## src/rtl/dec_ex_pipe_stage.sv

```systemverilog
// Purpose : elastic decode-to-execute pipeline register (two-entry skid buffer, valid/ready).
// Latency : 1 cycle from an accept in EMPTY to the outputs; FIFO order, no reordering.
// Backpr. : in_ready is a flop (state != TWO after the edge); no combinational out_ready->in_ready path.
//
// Ports:
//   clk, reset        - rising-edge clock, synchronous active-low reset
//   flush             - drop every held entry and the same-cycle input
//   in_valid/in_ready - decode-side handshake; in_data/in_regs/in_ctrl carry the instruction
//   out_valid/out_ready - execute-side handshake; out_data/out_regs/out_ctrl show the head entry
//   stall_cnt, flush_cnt - saturating event counters, present only with DEC_PIPE_STATS_EN defined
//
// Build option: define DEC_PIPE_STATS_EN to add the stall/flush counters.
module dec_ex_pipe_stage #(
  parameter int DBITS               = 32,
  parameter int NUM_WORDS           = 5,
  parameter int REG_INDEX_BIT_WIDTH = 4,
  parameter int CTRL_W              = 8
) (
  input  logic                             clk,
  input  logic                             reset,
  input  logic                             flush,
  input  logic                             in_valid,
  output logic                             in_ready,
  input  logic [NUM_WORDS*DBITS-1:0]       in_data,
  input  logic [3*REG_INDEX_BIT_WIDTH-1:0] in_regs,
  input  logic [CTRL_W-1:0]                in_ctrl,
  output logic                             out_valid,
  input  logic                             out_ready,
  output logic [NUM_WORDS*DBITS-1:0]       out_data,
  output logic [3*REG_INDEX_BIT_WIDTH-1:0] out_regs,
  output logic [CTRL_W-1:0]                out_ctrl
`ifdef DEC_PIPE_STATS_EN
  ,
  output logic [15:0]                      stall_cnt,
  output logic [15:0]                      flush_cnt
`endif
);

  localparam int DW = NUM_WORDS * DBITS;
  localparam int RW = 3 * REG_INDEX_BIT_WIDTH;

  // One buffered instruction: data words, register indices, control word.
  typedef struct packed {
    logic [DW-1:0]     dat;
    logic [RW-1:0]     regs;
    logic [CTRL_W-1:0] ctrl;
  } entry_t;

  typedef enum logic [1:0] {
    ST_EMPTY = 2'd0,
    ST_ONE   = 2'd1,
    ST_TWO   = 2'd2
  } state_t;

  state_t r_state;
  state_t w_state_nxt;
  logic   r_in_ready;
  entry_t r_main;   // head entry, drives the outputs
  entry_t r_skid;   // younger entry, only meaningful in ST_TWO
  entry_t w_in_entry;

  logic w_accept;
  logic w_retire;
  logic w_ld_main_in;    // main <= input
  logic w_ld_main_skid;  // main <= skid (skid drains forward)
  logic w_ld_skid;       // skid <= input

  assign w_in_entry = '{dat: in_data, regs: in_regs, ctrl: in_ctrl};

  assign out_valid = (r_state != ST_EMPTY);
  assign in_ready  = r_in_ready;
  assign w_accept  = in_valid && r_in_ready;
  assign w_retire  = out_valid && out_ready;

  // Next-state and load-enable decode. Flush wins over any accept; a retire
  // in the same cycle is simply consumed, nothing needs to be loaded for it.
  always_comb begin
    w_state_nxt    = r_state;
    w_ld_main_in   = 1'b0;
    w_ld_main_skid = 1'b0;
    w_ld_skid      = 1'b0;
    if (flush) begin
      w_state_nxt = ST_EMPTY;
    end else begin
      case (r_state)
        ST_EMPTY: begin
          if (w_accept) begin
            w_state_nxt  = ST_ONE;
            w_ld_main_in = 1'b1;
          end
        end
        ST_ONE: begin
          if (w_accept && w_retire) begin
            // Head leaves and the new instruction takes its place: no bubble.
            w_ld_main_in = 1'b1;
          end else if (w_accept) begin
            w_state_nxt = ST_TWO;
            w_ld_skid   = 1'b1;
          end else if (w_retire) begin
            w_state_nxt = ST_EMPTY;
          end
        end
        ST_TWO: begin
          // in_ready is low here, so only a retire can move the state.
          if (w_retire) begin
            w_state_nxt    = ST_ONE;
            w_ld_main_skid = 1'b1;
          end
        end
        default: begin
          w_state_nxt = ST_EMPTY;
        end
      endcase
    end
  end

  always_ff @(posedge clk) begin
    if (!reset) begin
      r_state    <= ST_EMPTY;
      r_in_ready <= 1'b0;
    end else begin
      r_state    <= w_state_nxt;
      // Registered from the next state so the upstream sees the post-edge
      // occupancy without any combinational dependency on out_ready.
      r_in_ready <= (w_state_nxt != ST_TWO);
    end
  end

  always_ff @(posedge clk) begin
    if (!reset) begin
      r_main <= '0;
      r_skid <= '0;
    end else begin
      if (w_ld_main_in) begin
        r_main <= w_in_entry;
      end else if (w_ld_main_skid) begin
        r_main <= r_skid;
      end
      if (w_ld_skid) begin
        r_skid <= w_in_entry;
      end
    end
  end

  assign out_data = r_main.dat;
  assign out_regs = r_main.regs;
  // Bubbles must never carry write enables into execute.
  assign out_ctrl = out_valid ? r_main.ctrl : '0;

`ifdef DEC_PIPE_STATS_EN
  logic [15:0] r_stall_cnt;
  logic [15:0] r_flush_cnt;

  always_ff @(posedge clk) begin
    if (!reset) begin
      r_stall_cnt <= '0;
      r_flush_cnt <= '0;
    end else begin
      if (out_valid && !out_ready && (r_stall_cnt != 16'hFFFF)) begin
        r_stall_cnt <= r_stall_cnt + 16'd1;
      end
      // Only flushes that actually kill something are counted.
      if (flush && (r_state != ST_EMPTY) && (r_flush_cnt != 16'hFFFF)) begin
        r_flush_cnt <= r_flush_cnt + 16'd1;
      end
    end
  end

  assign stall_cnt = r_stall_cnt;
  assign flush_cnt = r_flush_cnt;
`endif

`ifndef SYNTHESIS
  a_bubble_ctrl_zero: assert property (@(posedge clk) disable iff (!reset)
    (!out_valid |-> (out_ctrl == '0)));
`endif

endmodule

```

## config.mk

```make
export PLATFORM = sky130hd
export DESIGN_NAME = dec_ex_pipe_stage
export DESIGN_NICKNAME = d
export VERILOG_FILES = /design/src/rtl/dec_ex_pipe_stage.sv
export SDC_FILE = /design/constraint.sdc
export NUM_CORES = 1
export LEC_CHECK = 0
export CORE_AREA = 2 2 196 198
export DETAILED_ROUTE_END_ITERATION = 8
export DIE_AREA = 0 0 198 200
export PLACE_DENSITY = 0.76
export SKIP_CTS_REPAIR_TIMING = 1
export SLEW_MARGIN = 20
export SYNTH_ARGS = -nofsm -noshare
export SYNTH_HDL_FRONTEND = slang
export SYNTH_SLANG_ARGS = --single-unit
```

## constraint.sdc

```tcl
create_clock -name clk -period 1.6 [get_ports clk]
set_clock_uncertainty 0.1 [all_clocks]
set_input_delay 0.32 -clock clk [delete_from_list [all_inputs] [get_ports clk]]
set_output_delay 0.32 -clock clk [all_outputs]
set_load 0.02 [all_outputs]
```

==> out/metrics.cfg <==
[die]
die_area_sq_um=39600
core-area_sq_um=37400
initial_core_util=0.456
boundaryPins=367
chipHeight_um=200
chipWidth_um=198
row_count=71

[power_and_ir_drop]
power.leakage_nw=10.6
pwr-share-clk=0.442
p_sw_w=0.00559
comb_power_frac=0.134
power.share.sequential=0.424
switching_share_of_power=0.251
p_int_w=0.0167
pwr_density_cell_nw_per_um2=905
vdd_drop_max_v=0.000665

[drt]
detail_route.drc_violations=0
drt-total-wl_um=62900
wire_per_inst_um=22.4
vias_per_cell=6.14
initialDrtViolationCount=1708
routed-via-count=17300
final_antenna_net_count=0
drt-pass1-iter-count=6

[place]
pre_cts_slack_ns=-0.586
dpl.hpwl_um=33800
globalplace.congestion=0.829
placement.io_buffers=366

[status]
outcome=finished, violations left
failed_checks=setup timing

[global_routing]
globalRoute.busiestLayer=met2
grt_use_met1=0.319
grt.total_usage=0.246
use_met2=0.401
vias_in_the_first_global_route=15600
grt_antenna_before_repair=5
grt_pass1_wl_um=80200
grt_start_max_net_pins=87
use_met3=0.0491
globalRouteOverflowTotal=0

[clock_tree]
clkSlewWorstSetupHoldPaths_ns=0.06
cts.sinks=363
clk-insertion-delay-late_ns=0.53
cts_root_buffer=clkbuf_16
clock_path_buffers=3
cts_tree=built
cts-buffers-inserted=41
htree_levels=2

[timing]
timing_worst_slew_pin_value_ns=0.459
min_period_ns=1.93
maxClockFrequency_mhz=519
slew_headroom=0.694
final_min_period_over_clock_period=1.20
finalHoldViolations=0
rsz_0062_raised_after_global_routing=true
worst_slack_ns=-0.327
setup_viol=368
report.final.slew_viol_count=0

[cells_and_area]
design.final.nets=2449
layout.core_utilization=0.659
fillCellCount=2740
drive_gt1_frac=0.229
area_delta_synth_final_pct=44.5

[critical_path]
critical_path.n_buffers_inverters=3
start_kind=flip-flop
required_arrival_time_at_the_worst_endpoint_ns=1.94
path_cells=buf_4 -> and4bb_4 -> buf_12 -> buf_6 -> nand2_1 -> a311oi_2
timing.critical_path.from=r_state[0]
cp_data_arrival_time_ns=2.27
critPathKind=flip-flop to flip-flop
end_kind=flip-flop
max_stage_delay_ns=0.44
cp_slowest_cell=and4bb_4
critical_path_peak_fanout=14
rr_startpoint=r_state[0]
cpLargestDelayFamily=buffers and inverters

[worst_hold_path]
hold_path_start=in_regs[8]
timing.hold.worst.class=input port to flip-flop

[yosys]
syn-cell-area_sq_um=17000
syn_nets=2227
syn_inst=2042
synthDistinctLibCells=26
ys_ff_latch=363
synthesis.yosys.warnings=0
synth.avg_cell_area_sq_um=8.35
synth.yosys.seq_area_share=0.426

[job]
cap_viol_max_count=0

[cell usage in the layout (no fill, tap or decap), types with 2 or more instances in the layout]
cell type,instances
a21oi_2,15
nand2_8,4
buf_16,11
clkinvlp_4,3
buf_4,66
clkinv_2,9
clkbuf_2,23
a311oi_2,163
buf_8,3
dlymetal6s2s_1,149
buf_6,24
nand2_2,2
dfxtp_2,3
clkbuf_16,75
nand2_1,359
o21ai_0,155
nor3_2,14
a311oi_1,16
nand4bb_4,2
nand3_1,179
buf_12,71
clkbuf_1,4
o21ai_1,25
diode_2,5
clkdlybuf4s50_1,184
nor2b_4,7
clkbuf_8,12
nor3_1,165
buf_2,3
and4bb_4,2
dfxtp_1,360
bufinv_16,3
inv_1,3
a21oi_1,167
[cell families after synthesis]
kind of cell / synth area share
AO/OA/AOI/OAI: 0.236
AND/OR/NAND/NOR: 0.194
flip-flops: 0.426
XOR/XNOR: 0.000514
buffers and inverters: 0.143
[through the flow]
| stage | cells | power, W | TNS (ns) | area, sq um | hold WS, ns |
|---|---|---|---|---|---|
| after global placement | 2655 | 0.0122 | -158.28 | 20800 | 0.355 |
| final | 2813 | 0.0223 | -71.70 | 24600 | 0.272 |
| after global routing | 2813 | 0.0229 | -90.52 | 24600 | 0.277 |
| after CTS | 2731 | 0.0220 | -110.72 | 22200 | 0.262 |
| after detailed placement | 2655 | 0.0122 | -171.71 | 20800 | 0.365 |
| after floorplan | 2042 | 0.0111 | 0 | 17000 | 0.354 |
[flip-flops by register name (all words and copies together) (netlist names)]
register  count
r_skid      180
out_data    160
out_regs     12
r_main        8
r_state       2
in_ready      1
[worst reg2reg max path, cell delays in order (launching register included)]
cell and delay (ns):
dfxtp_2 0.33, buf_4 0.16, and4bb_4 0.44, buf_12 0.21
buf_6 0.22, nand2_1 0.10, a311oi_2 0.27
[layout make-up]
type	count	area, sq um	area share
multi-input cells	1288	8090	0.328
flip-flops and latches	363	7270	0.295
repair buffers	566	7170	0.291
clock buffers	59	1260	0.0510
well taps	511	639	0.0260
clock inverters	17	175	0.00711
inverters	4	22.5	0.000914
diodes	5	12.5	0.000508
[power groups by stage]
stage                     logic [W]  clock network [W]  registers, W
after floorplan             0.00147                  0       0.00959
after global placement      0.00255                  0       0.00965
after detailed placement    0.00259                  0       0.00965
after CTS                   0.00261            0.00991       0.00946
after global routing        0.00310             0.0103       0.00947
final                       0.00298            0.00986       0.00946
[per-layer routing]
metal  share of wire  routed length (um)
met5               0                   0
met4           0.053                3360
met1            0.38               23800
met3            0.10                6430
met2            0.47               29400
[path summary, 6_finish.rpt]
| kind | to | slack (ns) | depth (start not counted) |
|---|---|---|---|
| setup / recovery | out_data[90] | -0.33 | 6 |
| hold / removal | r_skid[16] | 0.27 | 3 |
| setup reg to reg | out_data[90] | -0.33 | 6 |
| hold reg to reg | r_skid[168] | 0.37 | 2 |
[synth_stat cells, drive strengths merged]
| cell | count | share of area |
|---|---|---|
| clkbuf | 99 | 0.022 |
| nor2 | 1 | 0.00022 |
| buf | 291 | 0.12 |
| and2b | 1 | 0.00044 |
| nand2b | 2 | 0.00073 |
| nand3 | 180 | 0.053 |
| a311oi | 180 | 0.13 |
| inv | 4 | 0.00088 |
| o21ai | 181 | 0.053 |
| dfxtp | 363 | 0.43 |
| o2111a | 1 | 0.00066 |
| a21oi | 182 | 0.053 |
| and3 | 1 | 0.00037 |
| nand4b | 1 | 0.00051 |
| nand2 | 362 | 0.080 |
| nor3 | 180 | 0.053 |
| nand4bb | 2 | 0.0013 |
| and4bb | 2 | 0.0015 |
| xnor2 | 1 | 0.00051 |
| nor2b | 8 | 0.0029 |
No activity file was read; power rests on OpenSTA's default activity.
